--- src/rtl/conv_tile_responder_if.sv ---
// Bus bundle between the conv controller / SRAM / PE array and the tile responder.
// The responder takes the slave side; the surrounding environment drives the master side.
interface conv_tile_responder_if #(
    parameter int DATA_WIDTH = 16,
    parameter int ADDR_WIDTH = 12,
    parameter int LEN_WIDTH  = 12
);
    logic                  transmission_start;
    logic [ADDR_WIDTH-1:0] start_addr;
    logic [LEN_WIDTH-1:0]  length;
    logic                  busy;
    logic                  transmission_done;
    logic                  mem_rd_en;
    logic [ADDR_WIDTH-1:0] mem_addr;
    logic [DATA_WIDTH-1:0] mem_rd_data;
    logic                  out_valid;
    logic [DATA_WIDTH-1:0] out_data;
    logic                  out_last;
    logic                  out_ready;

    modport slave (
        input  transmission_start, start_addr, length, mem_rd_data, out_ready,
        output busy, transmission_done, mem_rd_en, mem_addr, out_valid, out_data, out_last
    );

    modport master (
        output transmission_start, start_addr, length, mem_rd_data, out_ready,
        input  busy, transmission_done, mem_rd_en, mem_addr, out_valid, out_data, out_last
    );
endinterface

--- src/rtl/conv_tile_responder.sv ---
// Streams `length` SRAM words starting at `start_addr` to the PE array over valid/ready,
// using a 2-entry skid FIFO to cover the fixed 1-cycle SRAM read latency.
module conv_tile_responder #(
    parameter int DATA_WIDTH = 16,
    parameter int ADDR_WIDTH = 12,
    parameter int LEN_WIDTH  = 12
) (
    input  logic                    clk,
    input  logic                    rst,
    conv_tile_responder_if.slave    bus
);
    typedef enum logic [1:0] {
        IDLE  = 2'd0,
        FETCH = 2'd1,
        DRAIN = 2'd2,
        DONE  = 2'd3
    } state_t;

    localparam logic [LEN_WIDTH-1:0]  LEN_ONE  = LEN_WIDTH'(1);
    localparam logic [ADDR_WIDTH-1:0] ADDR_ONE = ADDR_WIDTH'(1);

    state_t                state;
    logic [LEN_WIDTH-1:0]  reads_left;
    logic [LEN_WIDTH-1:0]  beats_left;
    logic [ADDR_WIDTH-1:0] addr_p0;
    logic                  busy_q;
    logic                  done_q;

    logic                  vld_p1;
    logic [DATA_WIDTH-1:0] fifo_mem [2];
    logic                  wr_ptr;
    logic                  rd_ptr;
    logic [1:0]            fifo_count;

    logic                  push;
    logic                  pop;
    logic                  issue;
    logic [2:0]            occupancy;

    assign push = vld_p1;
    assign pop  = (fifo_count != 2'd0) && bus.out_ready;

    // Buffered plus in-flight words after this cycle's pop must leave room for one more.
    assign occupancy = {1'b0, fifo_count} + {2'b00, vld_p1} - {2'b00, pop};
    assign issue     = (state == FETCH) && (reads_left != '0) && (occupancy < 3'd2);

    assign bus.mem_rd_en         = issue;
    assign bus.mem_addr          = addr_p0;
    assign bus.out_valid         = (fifo_count != 2'd0);
    assign bus.out_data          = fifo_mem[rd_ptr];
    assign bus.out_last          = (fifo_count != 2'd0) && (beats_left == LEN_ONE);
    assign bus.busy              = busy_q;
    assign bus.transmission_done = done_q;

    always_ff @(posedge clk) begin
        if (!rst) begin
            state      <= IDLE;
            reads_left <= '0;
            beats_left <= '0;
            addr_p0    <= '0;
            busy_q     <= 1'b0;
            done_q     <= 1'b0;
        end else begin
            if (pop) begin
                beats_left <= beats_left - LEN_ONE;
            end
            case (state)
                IDLE: begin
                    done_q <= 1'b0;
                    if (bus.transmission_start) begin
                        addr_p0    <= bus.start_addr;
                        reads_left <= bus.length;
                        beats_left <= bus.length;
                        if (bus.length == '0) begin
                            state  <= DONE;
                            done_q <= 1'b1;
                        end else begin
                            state  <= FETCH;
                            busy_q <= 1'b1;
                        end
                    end
                end
                FETCH: begin
                    if (issue) begin
                        addr_p0    <= addr_p0 + ADDR_ONE;
                        reads_left <= reads_left - LEN_ONE;
                        if (reads_left == LEN_ONE) begin
                            state <= DRAIN;
                        end
                    end
                end
                DRAIN: begin
                    if (pop && (beats_left == LEN_ONE)) begin
                        state  <= DONE;
                        busy_q <= 1'b0;
                        done_q <= 1'b1;
                    end
                end
                DONE: begin
                    state  <= IDLE;
                    done_q <= 1'b0;
                end
                default: begin
                    state <= IDLE;
                end
            endcase
        end
    end

    // p1: read issued last cycle, SRAM word is on mem_rd_data and lands in the FIFO.
    always_ff @(posedge clk) begin
        if (!rst) begin
            vld_p1      <= 1'b0;
            wr_ptr      <= 1'b0;
            rd_ptr      <= 1'b0;
            fifo_count  <= 2'd0;
            fifo_mem[0] <= '0;
            fifo_mem[1] <= '0;
        end else begin
            vld_p1 <= issue;
            if (push) begin
                fifo_mem[wr_ptr] <= bus.mem_rd_data;
                wr_ptr           <= ~wr_ptr;
            end
            if (pop) begin
                rd_ptr <= ~rd_ptr;
            end
            fifo_count <= fifo_count + {1'b0, push} - {1'b0, pop};
        end
    end
endmodule

--- src/flat_wrapper.sv ---
// flat-port wrapper written by rule: the top's interface ports become plain ports
module conv_tile_responder_flat 
#(
    parameter int DATA_WIDTH = 16,
    parameter int ADDR_WIDTH = 12,
    parameter int LEN_WIDTH  = 12
)
  (clk, rst, bus_transmission_start, bus_start_addr, bus_length, bus_mem_rd_data, bus_out_ready, bus_busy, bus_transmission_done, bus_mem_rd_en, bus_mem_addr, bus_out_valid, bus_out_data, bus_out_last);
  conv_tile_responder_if #(.DATA_WIDTH(DATA_WIDTH), .ADDR_WIDTH(ADDR_WIDTH), .LEN_WIDTH(LEN_WIDTH)) bus_i ();
  input  logic clk;
  input  logic rst;
  input wire logic [$bits(bus_i.transmission_start)-1:0] bus_transmission_start;
  input wire logic [$bits(bus_i.start_addr)-1:0] bus_start_addr;
  input wire logic [$bits(bus_i.length)-1:0] bus_length;
  input wire logic [$bits(bus_i.mem_rd_data)-1:0] bus_mem_rd_data;
  input wire logic [$bits(bus_i.out_ready)-1:0] bus_out_ready;
  output wire logic [$bits(bus_i.busy)-1:0] bus_busy;
  output wire logic [$bits(bus_i.transmission_done)-1:0] bus_transmission_done;
  output wire logic [$bits(bus_i.mem_rd_en)-1:0] bus_mem_rd_en;
  output wire logic [$bits(bus_i.mem_addr)-1:0] bus_mem_addr;
  output wire logic [$bits(bus_i.out_valid)-1:0] bus_out_valid;
  output wire logic [$bits(bus_i.out_data)-1:0] bus_out_data;
  output wire logic [$bits(bus_i.out_last)-1:0] bus_out_last;
  assign bus_i.transmission_start = bus_transmission_start;
  assign bus_i.start_addr = bus_start_addr;
  assign bus_i.length = bus_length;
  assign bus_i.mem_rd_data = bus_mem_rd_data;
  assign bus_i.out_ready = bus_out_ready;
  assign bus_busy = bus_i.busy;
  assign bus_transmission_done = bus_i.transmission_done;
  assign bus_mem_rd_en = bus_i.mem_rd_en;
  assign bus_mem_addr = bus_i.mem_addr;
  assign bus_out_valid = bus_i.out_valid;
  assign bus_out_data = bus_i.out_data;
  assign bus_out_last = bus_i.out_last;
  conv_tile_responder #(.DATA_WIDTH(DATA_WIDTH), .ADDR_WIDTH(ADDR_WIDTH), .LEN_WIDTH(LEN_WIDTH)) u_core (.clk(clk), .rst(rst), .bus(bus_i));
endmodule
--- config.mk ---
export PLATFORM = sky130hd
export DESIGN_NAME = conv_tile_responder_flat
export DESIGN_NICKNAME = d
export VERILOG_FILES = /design/src/rtl/conv_tile_responder_if.sv /design/src/rtl/conv_tile_responder.sv /design/src/flat_wrapper.sv
export SDC_FILE = /design/constraint.sdc
export NUM_CORES = 1
export LEC_CHECK = 0
export BUFFER_PORTS_ARGS = -buffer_cell sky130_fd_sc_hd__buf_2
export CAP_MARGIN = 20
export CORE_MARGIN = 4
export CORE_UTILIZATION = 40
export DETAILED_ROUTE_END_ITERATION = 7
export GPL_ROUTABILITY_DRIVEN = 0
export PLACE_DENSITY = 0.63
export SYNTH_ARGS = -nofsm -noshare
export SYNTH_HDL_FRONTEND = slang
export SYNTH_SLANG_ARGS = --single-unit
--- constraint.sdc ---
create_clock -name clk -period 7.1 [get_ports clk]
set_input_delay 0.71 -clock clk [delete_from_list [all_inputs] [get_ports clk]]
set_output_delay 0.71 -clock clk [all_outputs]
set_load 0.005 [all_outputs]
# --- After elaboration in Yosys (flattened, before gate mapping) ---
# Memory sizes are Yosys's and may differ from the RTL's. A register that Yosys moved wholly into a read port is not among the register bits.
# Index checks and enable logic that the tools add are counted.
word_totals:
  n_memories: 1
  wordCells: 80
  regBits: 45
  mem_bits_rw: 32
classes:
  order_cmp: 1
  mux: 32
  eq_ne: 10
  bitwise_logic: 2
  reduce_logical: 17
  n_addsub: 7
memory_table:
  columns: ["memory", "words", "width", "rd", "rd_clocked_by_memory_dff", "wr", "line_no", "text"]
  rows:
  - ["u_core.fifo_mem", 2, 16, 1, 1, 2, "conv_tile_responder.sv:30", "logic [DATA_WIDTH-1:0] fifo_mem [2];"]
op_table:
  columns: ["operator", "count"]
  rows:
  - ["12-bit 2-to-1 mux", 7]
  - ["12-bit one-hot mux with 2 select lines", 2]
  - ["12-bit by 1-bit equality test with 1-bit output (second input constant)", 2]
  - ["12-bit by 1-bit subtractor with 12-bit output (second input constant)", 2]
  - ["16-bit 2-to-1 mux", 1]
  - ["16-bit OR reduction", 1]
  - ["1-bit 2-to-1 mux", 14]
  - ["12-bit by 1-bit adder with 12-bit output (second input constant)", 1]
  - ["12-bit logical NOT", 1]
  - ["12-bit nonzero test", 1]
  - ["2-bit 2-to-1 mux", 5]
  - ["2-bit != test (second input constant)", 4]
  - ["2-bit one-hot mux with 4 select lines", 1]
  - ["4-bit AND reduction", 2]
  - ["2-bit nonzero test", 3]
  - ["1-bit logical AND", 5]
  - ["2-bit equality test (second input constant)", 2]
  - ["2-bit by 1-bit adder with 3-bit output", 1]
  - ["3-bit by 2-bit < comparator with 1-bit output (second input constant)", 1]
  - ["1-bit one-hot mux with 3 select lines", 1]
  - ["3-bit AND reduction", 1]
  - ["3-bit nonzero test", 1]
  - ["3-bit by 1-bit subtractor with 3-bit output", 1]
  - ["2-bit by 1-bit adder with 2-bit output", 1]
  - ["7 further kinds", 8]

# --- Logic depth before layout (Yosys ltp) ---
depth:
  depth_word: 7
  mapped_depth: 10
  mapped_depth_nobuf: 10

# --- Least setup slack after synthesis ---
# Ideal clock, no wire load.
synth_timing:
  path_type: "input to output"
  start: "input port bus_out_ready"
  end: "output port bus_mem_rd_en"
  path_stages: 8
  required_ns: 6.390
  arrival_ns: 2.144
  path_slack_ns: 4.246
  path_buffers: 0
  path_cell_list: "nand3_1 > o21ai_0 > ha_1 > fa_1 > xor2_1 > nor2b_1 > nand2_1 > nor2_1"
synth_between:
  elab_chain_cells: 4
synth_rtl:
  columns: ["element", "line_no", "text"]
  rows:
  - ["start, declared", "flat_wrapper.sv:16", "input wire logic [$bits(bus_i.out_ready)-1:0] bus_out_ready;"]
  - ["1-bit logical AND", "conv_tile_responder.sv:41", "assign pop = (fifo_count != 2'd0) && bus.out_ready;"]
  - ["3-bit by 1-bit subtractor with 3-bit output", "conv_tile_responder.sv:44", "assign occupancy = {1'b0, fifo_count} + {2'b00, vld_p1} - {2'b00, pop};"]
  - ["3-bit by 2-bit < comparator with 1-bit output", "conv_tile_responder.sv:45", "assign issue = (state == FETCH) && (reads_left != '0) && (occupancy < 3'd2);"]
  - ["1-bit logical AND", "conv_tile_responder.sv:45", null]
  - ["end, declared", "flat_wrapper.sv:19", "output wire logic [$bits(bus_i.mem_rd_en)-1:0] bus_mem_rd_en;"]
# Every way passes these cells.

# --- Final worst setup path ---
# Ends and elaborated chain as after synthesis.

==> impl_metrics.toml <==
[clock_tree]
htree_num_levels = 3
tritoncts_num_sinks = 78
cts_buffer_depth = 2
clkSlewWorstSetupHoldPaths_ns = 0.09
cts_tree = "done"
post-cts-setup-buffers = 0
cts_root_buffer = "clkbuf_8"
clock_insertion_delay_worst_skew_ns = 0.37
cts_hold_buf = 0
cts.repair.resized = 0
numCtsBuffers = 9

[flow_run]
max_cap_violations = 0

[synthesis]
synth_adder_area_share = 0.0352
synth_area_per_cell_um2 = 9.57
synth_cells = 431
yosys_warnings = 0
synth_top_area_share = 0.233
synth_top_family_by_area = "simple AND/OR/NAND/NOR gates"
mappedNetlistNets = 486
synth_compound_gate_area_share = 0.181
synth.ff_latch_count = 78
async_reset_ff_frac = 0
synthTopCellsByArea = "edfxtp_1 (23%), dfxtp_1 (22%), and2_1 (5.2%)"
mappedNetlistArea_um2 = 4120
ys_types = 59
post_synth_mux_area_share = 0.0589
yosys.area_share.simple = 0.207
post_synth_xor_area_fraction = 0.0255
synth.largest_area_cell = "edfxtp_1"
synth_enable_flop_cells = 32
yosys_most_used_dff = "dfxtp_1"
yosysSeqAreaShare = 0.456

[timing]
max_freq_mhz = 303
totalNegativeSetupSlack_ns = 0
finalCritPeriodShare = 0.465
grt_setup_unrepaired = "false"
finalClockSkew_ns = 0.0128
finalHoldViolCount = 0
relative_max_transition_margin = 0.402
postLayoutSetupSlackWorst_ns = 3.80
tightestPinTransition_ns = 0.896
timing.final.crit_period_ns = 3.30
setup-violations-final = 0
slew_violations = 0

[critical_path]
critical_path.slowest_cell = "fa_1"
crit_top_cell = "buf_2"
crit_path_max_incr_delay_ns = 0.37
critical_path_cell_list = "buf_2 -> nand3_1 -> o21ai_0 -> ha_1 -> fa_1 -> xor2_1 -> nor2b_1 -> nand2_1 -> nor2_1 -> buf_2"
worst_setup_start_kind = "input port"
critPathLaunch = "bus_out_ready"
worst_setup_path_endpoint = "bus_mem_rd_en"
cp_data_required_time_ns = 6.39
endpoint_kind = "primary output"
regToRegEndpoint = "u_core.bus.mem_addr[11]"
regToRegStartpoint = "u_core.state[1]"
cp_max_fo = 8
timing.setup.critical_path_class = "in -> out"
reg2regPathDepth = 9
regToRegSetupSlack_ns = 4.17
worst-endpoint-arrival_ns = 2.59

[drt]
wl_per_cell_um = 17.3
wl_um = 11000
drt_pre_antenna_iters = 5
dr.first_iter.drc_count = 273
drc = 0
number_of_nets_with_antenna_violations_after_detailed_routing = 0
avgViaCountPerCell = 5.73
num_vias = 3650

[floorplanning]
dieHeight_um = 110
ios = 77
core_um2 = 9910
die_width_um = 110
rows = 36
start_util = 0.416
die-area_um2 = 12000

[global_route]
grt_antenna_before_repair = 0
grt_pass1_wl_um = 17400
grt_max_degree = 38
first_global_vias = 3515
groute.usage.overall = 0.187
grt.overflow.total = 0

[final_layout]
syn2layout_area_growth_pct = 16.5
ff_latch_area_um2 = 1880
multi_input_logic_area_um2 = 2100
layout.cells.most_common_list = "buf_2 (76), dfxtp_1 (46), and2_1 (34), nor2_1 (33), edfxtp_1 (32)"
most_frequent_standard_cell_in_the_layout_excluding_fill_and_tap_cells = "buf_2"
final-instance-count-excl-fill = 637
antennaDiodeCount = 0
final_layout_size_suffix_gt1_frac = 0.242
fillerInstances = 964
final_cell_area_um2 = 4800
final_nets = 554

[run_status]
outcome = "completed"

[min_path]
timing.hold.worst.class = "reg -> reg"

[place]
detailed_place_hpwl_um = 7730
dpl.cell_count = 621
dp_worst_setup_slack_ns = 3.80
buffer_ports.inserted = 76
post_dp_cell_area_um2 = 4620

[pwr]
powerDensity_nw_per_um2 = 363
power.static_leakage_nw = 1.89
peakVddDrop_v = 0.000151
finalPower_mw = 1.75
## worst min path at each step
| stage | from | endpoint | slack (ns) | cells after the start |
|---|---|---|---|---|
| 3_5_place_dp | u_core.beats_left[3] | u_core.beats_left[3] | 0.48 | 2 |
| 2_1_floorplan | u_core.beats_left[3] | u_core.beats_left[3] | 0.46 | 2 |
| 3_3_place_gp | u_core.beats_left[3] | u_core.beats_left[3] | 0.49 | 2 |
| 5_1_grt | u_core.beats_left[3] | u_core.beats_left[3] | 0.54 | 2 |
| 6_report | u_core.beats_left[3] | u_core.beats_left[3] | 0.51 | 2 |
| 4_1_cts | u_core.beats_left[3] | u_core.beats_left[3] | 0.50 | 2 |
## flip-flops by register name, indices dropped and copies added, names as in the netlist, named ones only
signal                        flops
u_core.fifo_count                 2
u_core.bus.mem_addr              12
u_core.fifo_mem                  32
u_core.wr_ptr                     1
u_core.push                       1
u_core.reads_left                12
u_core.state                      2
u_core.beats_left                12
u_core.bus.busy                   1
u_core.bus.transmission_done      1
u_core.rd_ptr                     1
## kinds of logic after synthesis
kind of cell / Yosys count
compound gates: 111
buf+inv: 39
xor+xnor: 12
simple gates: 158
flops: 78
mux: 22
fa+ha+maj: 11
## power by group
part	total [mW]	internal (mW)	switching, mW	leakage [nW]
Combinational	0.723	0.292	0.431	1.09
Clock	0.326	0.134	0.191	0.0892
Sequential	0.696	0.583	0.114	0.711
Total	1.75	1.01	0.736	1.89
## through the flow
step	hold slack, ns	util
2_1_floorplan	0.464	-
3_3_place_gp	0.493	0.465
3_5_place_dp	0.483	0.466
4_1_cts	0.501	0.485
5_1_grt	0.536	0.485
6_report	0.510	0.485
## final cells by class
cell class                 count  area share
clock buffer                   9      0.0258
timing repair buffer          81      0.0870
sequential                    78       0.392
multi-input combinational    314       0.436
clock inverter                 7      0.0128
inverter                      15      0.0117
tap                          133      0.0346
## worst max-delay path: cells and delay by family
family,cells,cell delay (ns)
AND/OR/NAND/NOR,4,0.75
adder cells (fa/ha/maj),2,0.57
buffers and inverters,2,0.30
XOR/XNOR,1,0.16
AO/OA/AOI/OAI,1,0.10
## cells in the mapped netlist (3+ instances only)
master,count
o31ai_1,6
nor2_1,33
nand4_1,8
o211ai_1,3
a21oi_1,18
or3_1,3
and2_1,34
and3_1,6
o221ai_1,5
edfxtp_1,32
xnor2_1,10
or4_1,3
a31oi_1,12
nor4_1,8
a211oi_1,8
o311ai_0,4
nor2b_1,3
nand3_1,7
clkbuf_1,22
mux2i_1,4
and4_1,3
dfxtp_1,46
nand2_1,23
inv_1,15
nor3_1,16
o21ai_0,27
a311oi_1,5
mux2_2,17
ha_1,10
## routing by layer
| layer | vias to the layer above | wire [um] | track usage | part of all wire |
|---|---|---|---|---|
| li1 | 1755 | - | - | - |
| met1 | 1730 | 4850 | 0.246 | 0.44 |
| met2 | 150 | 5190 | 0.298 | 0.47 |
| met3 | 15 | 823 | 0.0499 | 0.075 |
| met4 | 0 | 180 | 0.0677 | 0.016 |
| met5 | - | 0 | 0 | 0 |
Note: power is estimated with default switching activity, not from simulation.
